--- config.mk ---
export PLATFORM = sky130hd
export DESIGN_NAME = boot_loader
export DESIGN_NICKNAME = d
export VERILOG_FILES = /design/src/rtl/boot_loader.sv
export SDC_FILE = /design/constraint.sdc
export NUM_CORES = 1
export LEC_CHECK = 0
export BUFFER_PORTS_ARGS = -buffer_cell sky130_fd_sc_hd__buf_4
export CORE_MARGIN = 8
export CORE_UTILIZATION = 55
export DETAILED_ROUTE_END_ITERATION = 7
export HOLD_SLACK_MARGIN = 0.02
export PLACE_DENSITY_LB_ADDON = 0.08
export SLEW_MARGIN = 0
export SYNTH_ARGS = -nofsm -noshare
export SYNTH_HDL_FRONTEND = slang
export SYNTH_SLANG_ARGS = --single-unit
export TNS_END_PERCENT = 30
--- constraint.sdc ---
create_clock -name clk_100M -period 3.7 [get_ports clk_100M]
set_clock_uncertainty 0.15 [all_clocks]
set_input_delay 0.74 -clock clk_100M [delete_from_list [all_inputs] [get_ports clk_100M]]
set_output_delay 0.74 -clock clk_100M [all_outputs]
set_load 0.005 [all_outputs]
--- src/rtl/boot_loader.sv ---
// boot_loader: receives a framed program image over a byte stream, writes it
// into RAM as 32-bit words, verifies an XOR checksum, then releases the cpu
// and hands the RAM port over to it.

module boot_loader #(
  parameter logic [31:0] BASE_ADDR = 32'h0040_0000,
  parameter int unsigned MAX_WORDS = 1024
) (
  input  logic        clk_100M,
  input  logic        rst_n,
  input  logic        clk_en,
  input  logic        rx_valid,
  input  logic [7:0]  rx_data,
  output logic        rx_ready,
  input  logic        cpu_wr_en,
  input  logic [31:0] cpu_mem_addr,
  input  logic [31:0] cpu_w_data,
  output logic        mem_wr_en,
  output logic [31:0] mem_addr,
  output logic [31:0] mem_w_data,
  output logic        cpu_rst,
  output logic        done,
  output logic        err,
  output logic [15:0] words_loaded
);

  typedef enum logic [2:0] {
    S_HDR,
    S_DATA,
    S_WRITE,
    S_CHK,
    S_DONE,
    S_ERR
  } state_e;

  state_e      state_q, state_d;
  logic [1:0]  byte_idx_q, byte_idx_d;
  logic [31:0] shift_q, shift_d;
  logic [15:0] count_q, count_d;
  logic [15:0] words_q, words_d;
  logic        wr_en_q, wr_en_d;
  logic [31:0] addr_q, addr_d;
  logic [31:0] data_q, data_d;
  logic [31:0] xor_q, xor_d;
  logic        cpu_rst_q, cpu_rst_d;
  logic        done_q, done_d;
  logic        err_q, err_d;

  logic        accept;
  logic        last_byte;
  logic [31:0] word_w;
  logic [15:0] words_inc;

  // The loader only takes bytes while it is collecting a field
  always_comb begin
    rx_ready = 1'b0;
    case (state_q)
      S_HDR, S_DATA, S_CHK: rx_ready = 1'b1;
      default:              rx_ready = 1'b0;
    endcase
  end

  assign accept    = clk_en & rx_valid & rx_ready;
  assign word_w    = {shift_q[23:0], rx_data};
  assign last_byte = accept & (byte_idx_q == 2'd3);
  assign words_inc = words_q + 16'd1;

  // Next-state logic: every register holds unless an enabled edge advances it
  always_comb begin
    state_d    = state_q;
    byte_idx_d = byte_idx_q;
    shift_d    = shift_q;
    count_d    = count_q;
    words_d    = words_q;
    wr_en_d    = wr_en_q;
    addr_d     = addr_q;
    data_d     = data_q;
    xor_d      = xor_q;
    cpu_rst_d  = cpu_rst_q;
    done_d     = done_q;
    err_d      = err_q;

    if (accept) begin
      byte_idx_d = byte_idx_q + 2'd1;
      shift_d    = word_w;
    end

    case (state_q)
      S_HDR: begin
        if (last_byte) begin
          if (word_w == 32'd0) begin
            state_d = S_CHK;
          end else if (word_w > 32'(MAX_WORDS)) begin
            state_d = S_ERR;
            err_d   = 1'b1;
          end else begin
            count_d = word_w[15:0];
            state_d = S_DATA;
          end
        end
      end

      S_DATA: begin
        if (last_byte) begin
          data_d  = word_w;
          xor_d   = xor_q ^ word_w;
          wr_en_d = 1'b1;
          state_d = S_WRITE;
        end
      end

      S_WRITE: begin
        if (clk_en) begin
          wr_en_d = 1'b0;
          addr_d  = addr_q + 32'd4;
          words_d = words_inc;
          if (words_inc < count_q) begin
            state_d = S_DATA;
          end else begin
            state_d = S_CHK;
          end
        end
      end

      S_CHK: begin
        if (last_byte) begin
          if (word_w == xor_q) begin
            state_d   = S_DONE;
            done_d    = 1'b1;
            cpu_rst_d = 1'b0;
          end else begin
            state_d = S_ERR;
            err_d   = 1'b1;
          end
        end
      end

      S_DONE, S_ERR: begin
        state_d = state_q;
      end

      default: begin
        state_d = S_ERR;
        err_d   = 1'b1;
      end
    endcase
  end

  // State register; reset returns the loader to waiting for a header
  always_ff @(posedge clk_100M or negedge rst_n) begin
    if (!rst_n) begin
      state_q    <= S_HDR;
      byte_idx_q <= 2'd0;
      shift_q    <= 32'd0;
      count_q    <= 16'd0;
      words_q    <= 16'd0;
      wr_en_q    <= 1'b0;
      addr_q     <= BASE_ADDR;
      data_q     <= 32'd0;
      xor_q      <= 32'd0;
      cpu_rst_q  <= 1'b1;
      done_q     <= 1'b0;
      err_q      <= 1'b0;
    end else begin
      state_q    <= state_d;
      byte_idx_q <= byte_idx_d;
      shift_q    <= shift_d;
      count_q    <= count_d;
      words_q    <= words_d;
      wr_en_q    <= wr_en_d;
      addr_q     <= addr_d;
      data_q     <= data_d;
      xor_q      <= xor_d;
      cpu_rst_q  <= cpu_rst_d;
      done_q     <= done_d;
      err_q      <= err_d;
    end
  end

  // RAM port belongs to the cpu only once the image is verified
  always_comb begin
    mem_wr_en  = wr_en_q;
    mem_addr   = addr_q;
    mem_w_data = data_q;
    if (state_q == S_DONE) begin
      mem_wr_en  = cpu_wr_en;
      mem_addr   = cpu_mem_addr;
      mem_w_data = cpu_w_data;
    end
  end

  assign cpu_rst      = cpu_rst_q;
  assign done         = done_q;
  assign err          = err_q;
  assign words_loaded = words_q;

endmodule

After elaboration in Yosys (flattened, before gate mapping)
Index checks and enable logic that the tools add are counted.
{"block": "totals", "regBits": 161, "input_bits": 77, "output_inout_bits": 85, "elab_cells": 74}
{"block": "op_classes", "n_addsub": 3, "order_cmp": 2, "n_eq_ne": 14, "n_mux": 22, "bitwise": 8, "reduce_logical": 13}
{"operator": "two-way mux 32 bit", "count": 2}
{"operator": "adder 32 x 3 -> 32 bit (second input constant)", "count": 1}
{"operator": "== test 32 bit", "count": 1}
{"operator": "> comparator 32 x 11 -> 1 bit (second input constant)", "count": 1}
{"operator": "zero test 32 bit", "count": 1}
{"operator": "XOR 32 bit", "count": 1}
{"operator": "two-way mux 3 bit", "count": 6}
{"operator": "adder 16 x 1 -> 16 bit (second input constant)", "count": 1}
{"operator": "less-than comparator 16 bit", "count": 1}
{"operator": "one-hot mux 3 bit (5 select lines)", "count": 1}
{"operator": "inequality test 2 bit (second input constant)", "count": 7}
{"operator": "two-way mux 1 bit", "count": 10}
{"operator": "== test 3 x 2 -> 1 bit (second input constant)", "count": 2}
{"operator": "== test 3 bit (second input constant)", "count": 2}
{"operator": "AND reduction 3 bit", "count": 2}
{"operator": "AND reduction 6 bit", "count": 1}
{"operator": "AND reduction 5 bit", "count": 1}
{"operator": "inverter 1 bit", "count": 4}
{"operator": "AND reduction 2 bit", "count": 2}
{"operator": "AND reduction 4 bit", "count": 1}
{"operator": "OR reduction 4 bit", "count": 1}
{"operator": "AND 1 bit", "count": 3}
{"operator": "== test 3 x 1 -> 1 bit (second input constant)", "count": 1}
{"operator": "zero test 3 bit", "count": 1}
{"operator": "other kinds (8)", "count": 8}

Logic depth before layout (Yosys ltp)
Gate-level depths: netlist (run 1).
{"block": "depth", "word_depth": 7, "depth_mapped": 12, "depth_no_buf": 11}

Least setup slack after synthesis (run 1)
No wires, ideal clock.
{"block": "synth_timing", "path_kind": "flip-flop to flip-flop", "startpoint": "register words_q[6] (netlist: words_loaded[6])", "endpoint": "register state_q[1]", "setup_time_ps": 136, "t_arrival_ps": 2661, "required_time_ps": 3414, "path_slack_ps": 753, "stages_incl_launch_ff": 13, "path_buffers": 1, "period_less_slack_ps": 2947, "path_cell_list": "dfrtp_1 > clkbuf_1 > nand2_1 > nor4_1 > nand3_1 > nor2_1 > xor2_1 > ha_1 > a21o_1 > a21o_1 > a21o_1 > a221oi_1 > o211ai_1"}
{"block": "synth_between", "elab_chain_len": 5}
{"element": "from (decl)", "line_no": "40", "text": "logic [15:0] words_q, words_d;"}
{"element": "from (signal assigned)", "line_no": "169", "text": "words_q <= words_d;"}
{"element": "adder 16 x 1 -> 16 bit", "line_no": "66", "text": "assign words_inc = words_q + 16'd1;"}
{"element": "net words_inc[13]", "line_no": "52", "text": "logic [15:0] words_inc;"}
{"element": "less-than comparator 16 bit", "line_no": "117", "text": "if (words_inc < count_q) begin"}
{"element": "two-way mux 2 bit", "line_no": "117"}
{"element": "two-way mux 3 bit", "line_no": "113", "text": "if (clk_en) begin"}
{"element": "one-hot mux 3 bit (5 select lines)", "line_no": "88", "text": "case (state_q)"}
{"element": "to (signal assigned)", "line_no": "165", "text": "state_q <= state_d;"}
{"element": "to (decl)", "line_no": "36", "text": "state_e state_q, state_d;"}
The timed path passes the listed nets, and every way through them passes these cells. The select of a mux whose other input is x is not followed.
A chain may end at the register's enable or synchronous reset.

Worst setup path in the final report (run 1)
{"block": "layout_timing", "startpoint": "register words_q[0] (netlist: words_loaded[0])", "endpoint": "register state_q[1]"}
The elaborated chain is that of the path after synthesis.

==> summary.md, run 1 <==
| Metric | Value |
|---|---|
| Outcome | `finished, final reports clean` |
| Total GRT Usage | `0.214` |
| Top Family by Delay on Critical Path | `simple AND/OR/NAND/NOR gates` |
| MaxCap Viol Count | `0` |
| Post-synth EDFFs | `0` |
| Vias per inst | `5.40` |
| Synth Instances | `767` |
| Number of global-route vias before repair | `around 6300` |
| Pin count of the biggest net entering global routing | `between 70 and 80` |
| Core Area | `14400 um^2` |
| Synthesized Nets | `862` |
| Cell Area, Synth | `7980 um^2` |
| Xor-xnor portion of the synthesized cell area | `0.135` |
| Post-cts resize count | `0` |
| Startpoint type of the worst setup path | `flop` |
| Antenna violations before repair | `0` |
| Post-CTS Setup Bufs | `0` |
| Min cycle time layout | `3.43 ns` |
| Die Area | `approximately 19000 um^2` |
| Mux cell area share after synthesis | `0.0878` |
| Most instantiated cells after synthesis | `dfrtp_1, nand2_1, xnor2_1` |
| Initial core utilization | `0.555` |
| Top cell type's share of synthesized area | `0.492` |
| Max incr delay on CP | `roughly 0.54 ns` |
| Clk sinks | `around 160` |
| Synth Area in Compound Gates | `0.0674` |
| Total CTS buffers | `17` |
| Layout Area Growth over Synthesis | `24.7%` |
| Sequential element share of the synthesized area | `0.499` |
| Synthesis warning total | `0` |
| Total Wirelength | `19.2 mm` |
| Final setup viols | `0` |
| Overflow left after global routing | `0` |
| Synth Area in Adders | `0.0282` |
| Yosys cell types | `50` |
| Routability cong. | `0.883` |
| Post-DP HPWL | `approximately 14 mm` |
| Slew Limit Fails | `0` |
| Post-synthesis register bit count | `159` |
| H-tree levels | `4` |
| Via Count | `6066` |
| Share of layout cells above drive strength 1 | `0.289` |
| Synth Area in Simple Gates | `0.140` |
| CP Class | `flop to flop` |
| Max Fclk | `0.291 GHz` |
| N_diodes | `0` |
| Iter 0 DRT Violations | `between 300 and 400` |
| # nets final | `1021` |
| Crit path top cell by count | `a21o_1` |
| Ys async rst share | `1.00` |
| FILL cells | `1128` |
| CP Max Fanout | `6` |
| DRT Pass-1 Iters | `4` |
| Leakage | `4.75 nW` |
| DRC violations left | `0` |
| Syn avg cell area | `~10 um^2` |
| First-pass GRT wire length | `31.5 mm` |
| CP bufs+invs | `0` |
| Clk root buf | `clkbuf_16` |
| Largest family of logic cells by synthesized area | `simple AND/OR/NAND/NOR gates` |
| Setup TNS | `0 ns` |
| Num ports | `about 160` |
| Overall die width | `approximately 140 um` |
| Die height | `136 um` |
| Worst Tran Pin Value | `0.725 ns` |
| RSZ-0062 raised after global routing | `false` |
| CTS tree | `yes` |
| Maximum vdd drop | `about 0.44 mV` |
| Endpoints failing hold | `0` |
| Crit. End Element | `flop` |
| Wire per inst | `17.1 um` |
| Main synth FF type | `dfrtp_1` |
| Slowest CP cell | `nor4_1` |
| Post-DRT Antenna Nets | `0` |
| WP data required | `between 3 and 4 ns` |
| Design Power | `approximately 6.3 mW` |
| Crit path DAT | `3.57 ns` |
| Crit path from | `words_loaded[0]$_DFFE_PN0P_` |
| Top cells by area, synth | `dfrtp_1, xnor2_1, mux2_2` |
| Buffers on Ports | `161` |
| CTS Hold Buffers Added | `0` |
| Critical R2R Launch | `words_loaded[0]$_DFFE_PN0P_` |
| Hold Crit Class | `primary input to async pin` |
| Top-count cell post-synth | `dfrtp_1` |
| Max_slew headroom | `0.512` |
| Clock Latency Late Sink | `~0.43 ns` |
| Clock transition at path regs | `roughly 0.060 ns` |
| Crit-path cells | `nand3_1 > nor4_1 > nand3_1 > nor2_1 > xor2_1 > ha_1 > a21o_1 > a21o_1 > a21o_1 > a221oi_1 > o211ai_1` |
| Pwr Density | `635 nW/um^2` |
| Row count | `44` |
| Longest Clk Path Bufs | `2` |
| Post-route clock period utilization | `0.927` |
| Yosys top cell by area | `dfrtp_1` |
power breakdown:
part	internal [mW]	switching (mW)
Combinational	1.09	0.850
Sequential	2.22	0.470
Clock	0.950	0.742
Total	4.25	2.06
cell families after synthesis:
logic type,after synthesis
xor+xnor,123
simple gates,225
buf+inv,84
compound gates,97
fa+ha+maj,18
flops,159
mux,61
layer usage:
layer / share of wire / vias to the layer above / wire, um / GRT usage
met4: 0.010 / 0 / 194 / 0.0628
li1: - / 2910 / - / -
met2: 0.50 / 126 / 9630 / 0.353
met1: 0.44 / 3016 / 8380 / 0.275
met3: 0.049 / 14 / 943 / 0.0521
met5: 0 / - / 0 / 0
layout by cell type, fill, tap and decap left out, drive strengths merged, types with 2 or more instances in the layout:
cell type / synthesis / routed
o21a: 3 / 3
and3: 4 / 4
nor2b: 2 / 2
a21o: 6 / 6
clkbuf: 19 / 18
nor3: 11 / 11
mux2: 60 / 60
inv: 56 / 58
o21ai: 72 / 72
nor2: 25 / 25
dfrtp: 157 / 157
clkinvlp: 0 / 7
nand2: 101 / 101
nand2b: 3 / 3
xnor2: 85 / 85
nor4: 17 / 17
and2: 8 / 8
nand4: 19 / 19
or3: 2 / 2
dfstp: 2 / 2
a21oi: 5 / 5
nand3: 20 / 20
xor2: 38 / 38
clkinv: 0 / 4
and4: 4 / 4
ha: 18 / 18
buf: 9 / 168
area by class of cell:
class,instances,area [um^2],share of cell area
clock inverter,14,135,0.0136
clock buffer,18,439,0.0441
inverter,56,210,0.0211
tap,184,230,0.0231
sequential,159,3980,0.400
timing repair buffer,168,1280,0.128
multi-input combinational,524,3680,0.369
per-stage QoR:
step | cell area (um^2) | hold WS [ns] | instances | setup WS (ns) | utilization
2_1_floorplan | 7980 | 0.288 | 767 | 0.753 | -
3_3_place_gp | 9380 | 0.297 | 1091 | 0.553 | 0.652
3_5_place_dp | 9380 | 0.305 | 1091 | 0.356 | 0.652
4_1_cts | 9950 | 0.210 | 1123 | 0.289 | 0.692
5_1_grt | 9950 | 0.253 | 1123 | 0.0744 | 0.692
6_report | 9950 | 0.186 | 1123 | 0.269 | 0.692
registers in the layout, summed over array words and instances (netlist names):
signal / cells
addr_q: 30
byte_idx_q: 2
count_q: 16
cpu_rst: 1
data_q: 32
done: 1
err: 1
shift_q: 24
state_q: 3
words_loaded: 16
wr_en_q: 1
xor_q: 32
worst paths after layout:
path                                           endpoint  slack (ns)  cells after the start
max in group asynchronous        addr_q[22]$_DFFE_PN1P_        2.34                      2
setup reg to reg                 state_q[1]$_DFFE_PN0P_        0.27                     11
hold / removal             words_loaded[10]$_DFFE_PN0P_        0.19                      1
min in group clk_100M               cpu_rst$_DFFE_PN1P_        0.31                      1
setup / recovery                 state_q[1]$_DFFE_PN0P_        0.27                     11
hold reg to reg                     cpu_rst$_DFFE_PN1P_        0.31                      1
Power figures use the tool's default switching activity.
==> inputs of run 2 (changes only) <==
Settings changed: PLACE_DENSITY set to 0.83, PLACE_DENSITY_LB_ADDON 0.08 to not set.
==> run 2 against run 1 <==
Against the previous run: clock-buffer cell count is 5 higher; flip-flop and latch count stayed put; critical path depth decreased by 5; routed wire length down 1.5%; final cell count fell by 0.18%; cell area increased by 0.59%; register-to-register slack improved by 0.18 ns; worst hold slack worse by 0.016 ns; die area did not move; core utilization is 0.41 points higher; largest power group unchanged; highest routed layer unchanged.
==> summary.md, run 2 (same netlist as run 1, synthesis figures left out) <==
| Metric | Value |
|---|---|
| Outcome | `finished, final reports clean` |
| Die height | `136 um` |
| Setup ws final | `~0.39 ns` |
| Max Fclk | `approximately 0.3 GHz` |
| CP Class | `flop to output port` |
| Maximum vdd drop | `a little under 0.5 mV` |
| Via Count | `5964` |
| FILL cells | `1071` |
| Switching power | `roughly 2.0 mW` |
| CTS Hold Buffers Added | `0` |
| Power share of the combinational group | `0.297` |
| Commonest non-fill, non-tap cell in the layout | `buf_4` |
| N_diodes | `0` |
| Sw frac | `0.303` |
| H-tree levels | `4` |
| DRT Pass-1 Iters | `4` |
| Routability cong. | `0.831` |
| Crit path top cell by count | `buf_4` |
| Iter 0 DRT Violations | `329` |
| Total CTS buffers | `17` |
| Overflow left after global routing | `0` |
| Multi-input gate area | `3680 um^2` |
| Clk pwr share | `0.289` |
| Slew Limit Fails | `0` |
| Post-cts resize count | `0` |
| Antenna violations before repair | `0` |
| Internal power | `between 4 and 5 mW` |
| Post-route clock period utilization | `0.894` |
| Post-CTS Setup Bufs | `0` |
| Clk root buf | `clkbuf_16` |
| Post-DP HPWL | `~14 mm` |
| Most frequent cells in the layout | `buf_4, dfrtp_1, nand2_1` |
| Buffers on Ports | `161` |
| Layout Area Growth over Synthesis | `25.4%` |
| Leakage | `4.79 nW` |
| Number of global-route vias before repair | `~6200` |
| Pin count of the biggest net entering global routing | `70` |
| Post-DRT Antenna Nets | `0` |
| Num ports | `162` |
| Part of the power in registers | `0.414` |
| # nets final | `1022` |
| Vias per inst | `5.32` |
| Core Area | `14400 um^2` |
| Design Power | `roughly 6.5 mW` |
| Pwr Density | `648 nW/um^2` |
| First-pass GRT wire length | `31.0 mm` |
| Crit path DAT | `approximately 2.4 ns` |
| WP data required | `2.81 ns` |
| Storage cell area | `3980 um^2` |
| Worst Tran Pin Value | `0.782 ns` |
| Longest Clk Path Bufs | `2` |
| Slowest CP cell | `and3_4` |
| Total Wirelength | `roughly 19 mm` |
| Crit. End Element | `output port` |
| Core Util, Final | `0.697` |
| Setup TNS | `0 ns` |
| Share of layout cells above drive strength 1 | `0.283` |
| MaxCap Viol Count | `0` |
| Top Family by Delay on Critical Path | `simple AND/OR/NAND/NOR gates` |
| Max_slew headroom | `0.477` |
| Biggest regs | `data_q: 32 flops, xor_q: 32 flops, addr_q: 30 flops` |
| Clk sinks | `around 160` |
| Startpoint type of the worst setup path | `flop` |
| Die Area | `18600 um^2` |
| Max incr delay on CP | `roughly 0.66 ns` |
| Post-Place Setup Slack | `0.464 ns` |
| Endpoints failing hold | `0` |
| RSZ-0062 raised after global routing | `false` |
| Min cycle time layout | `about 3.3 ns` |
| Initial core utilization | `0.555` |
| Crit-path cells | `inv_1 > and3_4 > buf_4 > nand2_1 > o21ai_0 > buf_4` |
| Row count | `44` |
| Final setup viols | `0` |
| Overall die width | `roughly 140 um` |
| CP Max Fanout | `64` |
| Wire per inst | `16.8 um` |
| CTS tree | `yes` |
| CP bufs+invs | `3` |
| Total GRT Usage | `0.209` |
| Clock transition at path regs | `0.05 ns` |
| Clock Latency Late Sink | `0.42 ns` |
| DRC violations left | `0` |
| Hold Crit Class | `primary input to async pin` |
-- run 2: cell count changes in the layout (fill, tap and decap cells not counted), sizes merged --
| cell | change |
|---|---|
| clkinvlp | -6 |
| clkbuf | +5 |
| bufinv | +4 |
| clkinv | -4 |
| inv | -2 |
| buf | +1 |
-- run 2: stage by stage --
step,instances,hold WS [ns],instance area (um^2)
2_1_floorplan,767,0.288,7980
3_3_place_gp,1092,0.299,9380
3_5_place_dp,1092,0.307,9380
4_1_cts,1121,0.191,10000
5_1_grt,1121,0.218,10000
6_report,1121,0.170,10000
-- run 2: cell type report --
cell class | count | share of cell area
Sequential cell | 159 | 0.398
Multi-Input combinational cell | 524 | 0.367
Timing Repair Buffer | 169 | 0.128
Clock buffer | 23 | 0.0468
Tap cell | 184 | 0.0230
Inverter | 56 | 0.0210
Clock inverter | 6 | 0.0158
-- run 2: path summary, 6_finish.rpt --
kind / from / endpoint / slack [ns] / cells past startpoint
max reg2reg: words_loaded[2]$_DFFE_PN0P_ / state_q[1]$_DFFE_PN0P_ / 0.45 / 11
min: rst_n / words_loaded[14]$_DFFE_PN0P_ / 0.17 / 1
min reg2reg: cpu_rst$_DFFE_PN1P_ / cpu_rst$_DFFE_PN1P_ / 0.32 / 1
min in group clk_100M: cpu_rst$_DFFE_PN1P_ / cpu_rst$_DFFE_PN1P_ / 0.32 / 1
max in group asynchronous: rst_n / addr_q[22]$_DFFE_PN1P_ / 2.37 / 2
max: state_q[1]$_DFFE_PN0P_ / mem_w_data[16] / 0.39 / 6
-- run 2: per-layer routing --
layer | vias to the layer above | track usage | wire [um]
li1 | 2891 | - | -
met1 | 2909 | 0.272 | 8090
met2 | 149 | 0.342 | 9670
met3 | 15 | 0.0510 | 901
met4 | 0 | 0.0586 | 197
met5 | - | 0 | 0
-- run 2: power by group through the flow --
stage	combinational (mW)	clock, mW	sequential, mW
2_1_floorplan	1.16	0	2.55
3_3_place_gp	1.89	0	2.67
3_5_place_dp	1.94	0	2.70
4_1_cts	1.97	1.90	2.68
5_1_grt	2.14	1.98	2.75
6_report	1.93	1.87	2.69
==> inputs of run 3 (changes only) <==
Settings changed: BUFFER_PORTS_ARGS -buffer_cell sky130_fd_sc_hd__buf_4 to -buffer_cell sky130_fd_sc_hd__buf_2, CAP_MARGIN set to 20.
==> run 3 against run 2 <==
Against the previous run: die area is the same; critical path type unchanged; total power shrank 3.8%; first-iteration DRC count grew 6.4%.
==> summary.md, run 3 (same netlist as run 1, synthesis figures left out) <==
| Metric | Value |
|---|---|
| Outcome | `finished, final reports clean` |
| Share of layout cells above drive strength 1 | `0.288` |
| Vias per inst | `between 5 and 6` |
| Max incr delay on CP | `slightly below 0.5 ns` |
| CTS Hold Buffers Added | `0` |
| Max Fclk | `just over 0.3 GHz` |
| H-tree levels | `4` |
| Pwr Density | `650 nW/um^2` |
| Max_slew headroom | `0.452` |
| CP bufs+invs | `3` |
| Crit path DAT | `2.38 ns` |
| Most frequent cells in the layout | `buf_2, dfrtp_1, nand2_1` |
| Clk pwr share | `0.291` |
| CP Class | `flop to output port` |
| FILL cells | `1081` |
| Initial core utilization | `0.555` |
| Hold Crit Class | `primary input to async pin` |
| Post-route clock period utilization | `0.884` |
| Post-DRT Antenna Nets | `0` |
| DRC violations left | `0` |
| Total CTS buffers | `17` |
| Crit-path cells | `inv_1 > and3_4 > buf_4 > nand2_1 > o21ai_0 > buf_2` |
| Via Count | `6042` |
| Top Family by Delay on Critical Path | `buffers and inverters` |
| Switching power | `2.02 mW` |
| Min cycle time layout | `approximately 3.3 ns` |
| Total Wirelength | `18.7 mm` |
| Post-DP HPWL | `between 10 and 15 mm` |
| Setup TNS | `0 ns` |
| Post-CTS Setup Bufs | `0` |
| DRT Pass-1 Iters | `4` |
| Clk sinks | `approximately 160` |
| Slew Limit Fails | `0` |
| Antenna violations before repair | `1` |
| Internal power | `4.22 mW` |
| MaxCap Viol Count | `0` |
| First-pass GRT wire length | `30.5 mm` |
| Maximum vdd drop | `0.469 mV` |
| WP data required | `2.81 ns` |
| Routability cong. | `0.838` |
| # nets final | `1022` |
| Clock transition at path regs | `0.06 ns` |
| Core Util, Final | `0.668` |
| Endpoints failing hold | `0` |
| CTS tree | `yes` |
| CP Max Fanout | `48` |
| Sw frac | `0.323` |
| Overflow left after global routing | `0` |
| Crit path from | `state_q[1]$_DFFE_PN0P_` |
| Commonest non-fill, non-tap cell in the layout | `buf_2` |
| Pin count of the biggest net entering global routing | `92` |
| Setup ws final | `0.427 ns` |
| Final setup viols | `0` |
| Part of the power in registers | `0.431` |
| Overall die width | `136 um` |
| Biggest regs | `data_q: 32 flops, xor_q: 32 flops, addr_q: 30 flops` |
| Total GRT Usage | `0.206` |
| Number of global-route vias before repair | `6173` |
| Worst Tran Pin Value | `a little over 0.8 ns` |
| Post-cts resize count | `0` |
| Die Area | `18600 um^2` |
| Wire per inst | `between 15 and 20 um` |
| Power share of the combinational group | `0.278` |
| Core Area | `14400 um^2` |
| Startpoint type of the worst setup path | `flop` |
| Critical R2R Launch | `words_loaded[2]$_DFFE_PN0P_` |
| Slowest CP cell | `and3_4` |
| Iter 0 DRT Violations | `350` |
| Buffers on Ports | `161` |
| Leakage | `4.68 nW` |
| Longest Clk Path Bufs | `2` |
| Die height | `about 140 um` |
| Row count | `44` |
| Num ports | `about 160` |
| Clk root buf | `clkbuf_16` |
| Layout Area Growth over Synthesis | `20.3%` |
| Clock Latency Late Sink | `about 0.42 ns` |
| Post-Place Setup Slack | `0.498 ns` |
| RSZ-0062 raised after global routing | `false` |
| Crit. End Element | `output port` |
-- run 3: cell types whose count changed in the layout (fill, tap and decap cells not counted), sizes merged --
cell / previous run / this run
clkinvlp: 1 / 2
inv: 56 / 58
bufinv: 5 / 3
clkinv: 0 / 5
diode: 0 / 1
clkbuf: 23 / 20
-- run 3: metal layers --
metal / GRT usage / share of wire
met1: 0.265 / 0.43
met2: 0.336 / 0.50
met3: 0.0462 / 0.052
met4: 0.0683 / 0.019
met5: 0 / 0
-- run 3: final cells by class --
cell class                 count  area (um^2)  share of cell area
multi-input combinational    524         3680               0.383
antenna                        1         2.50            0.000261
inverter                      56          210              0.0219
clock inverter                12          159              0.0166
clock buffer                  20          457              0.0476
timing repair buffer         169          885              0.0921
tap                          184          230              0.0240
sequential                   159         3980               0.415
-- run 3: power by group through the flow --
stage / clock [mW] / sequential (mW) / combinational [mW]
floorplan: 0 / 2.55 / 1.16
global placement: 0 / 2.67 / 1.69
detailed placement: 0 / 2.70 / 1.74
CTS: 1.84 / 2.68 / 1.76
global route: 1.91 / 2.75 / 1.95
finish: 1.82 / 2.69 / 1.74
-- run 3: metrics by stage --
stage,cells,hold slack (ns),total power [mW],area [um^2]
after global placement,1092,0.295,4.36,8980
final,1125,0.246,6.24,9600
after CTS,1124,0.277,6.29,9600
after floorplan,767,0.288,3.71,7980
after global routing,1125,0.306,6.61,9600
after detailed placement,1092,0.308,4.44,8980
-- run 3: path summary, 6_finish.rpt --
check	endpoint	slack [ns]	cells after the start
min	count_q[14]$_DFFE_PN0P_	0.25	1
max in group asynchronous	xor_q[26]$_DFFE_PN0P_	2.32	2
max reg2reg	state_q[1]$_DFFE_PN0P_	0.46	11
min reg2reg	cpu_rst$_DFFE_PN1P_	0.32	1
min in group clk_100M	cpu_rst$_DFFE_PN1P_	0.32	1
max	mem_w_data[7]	0.43	6
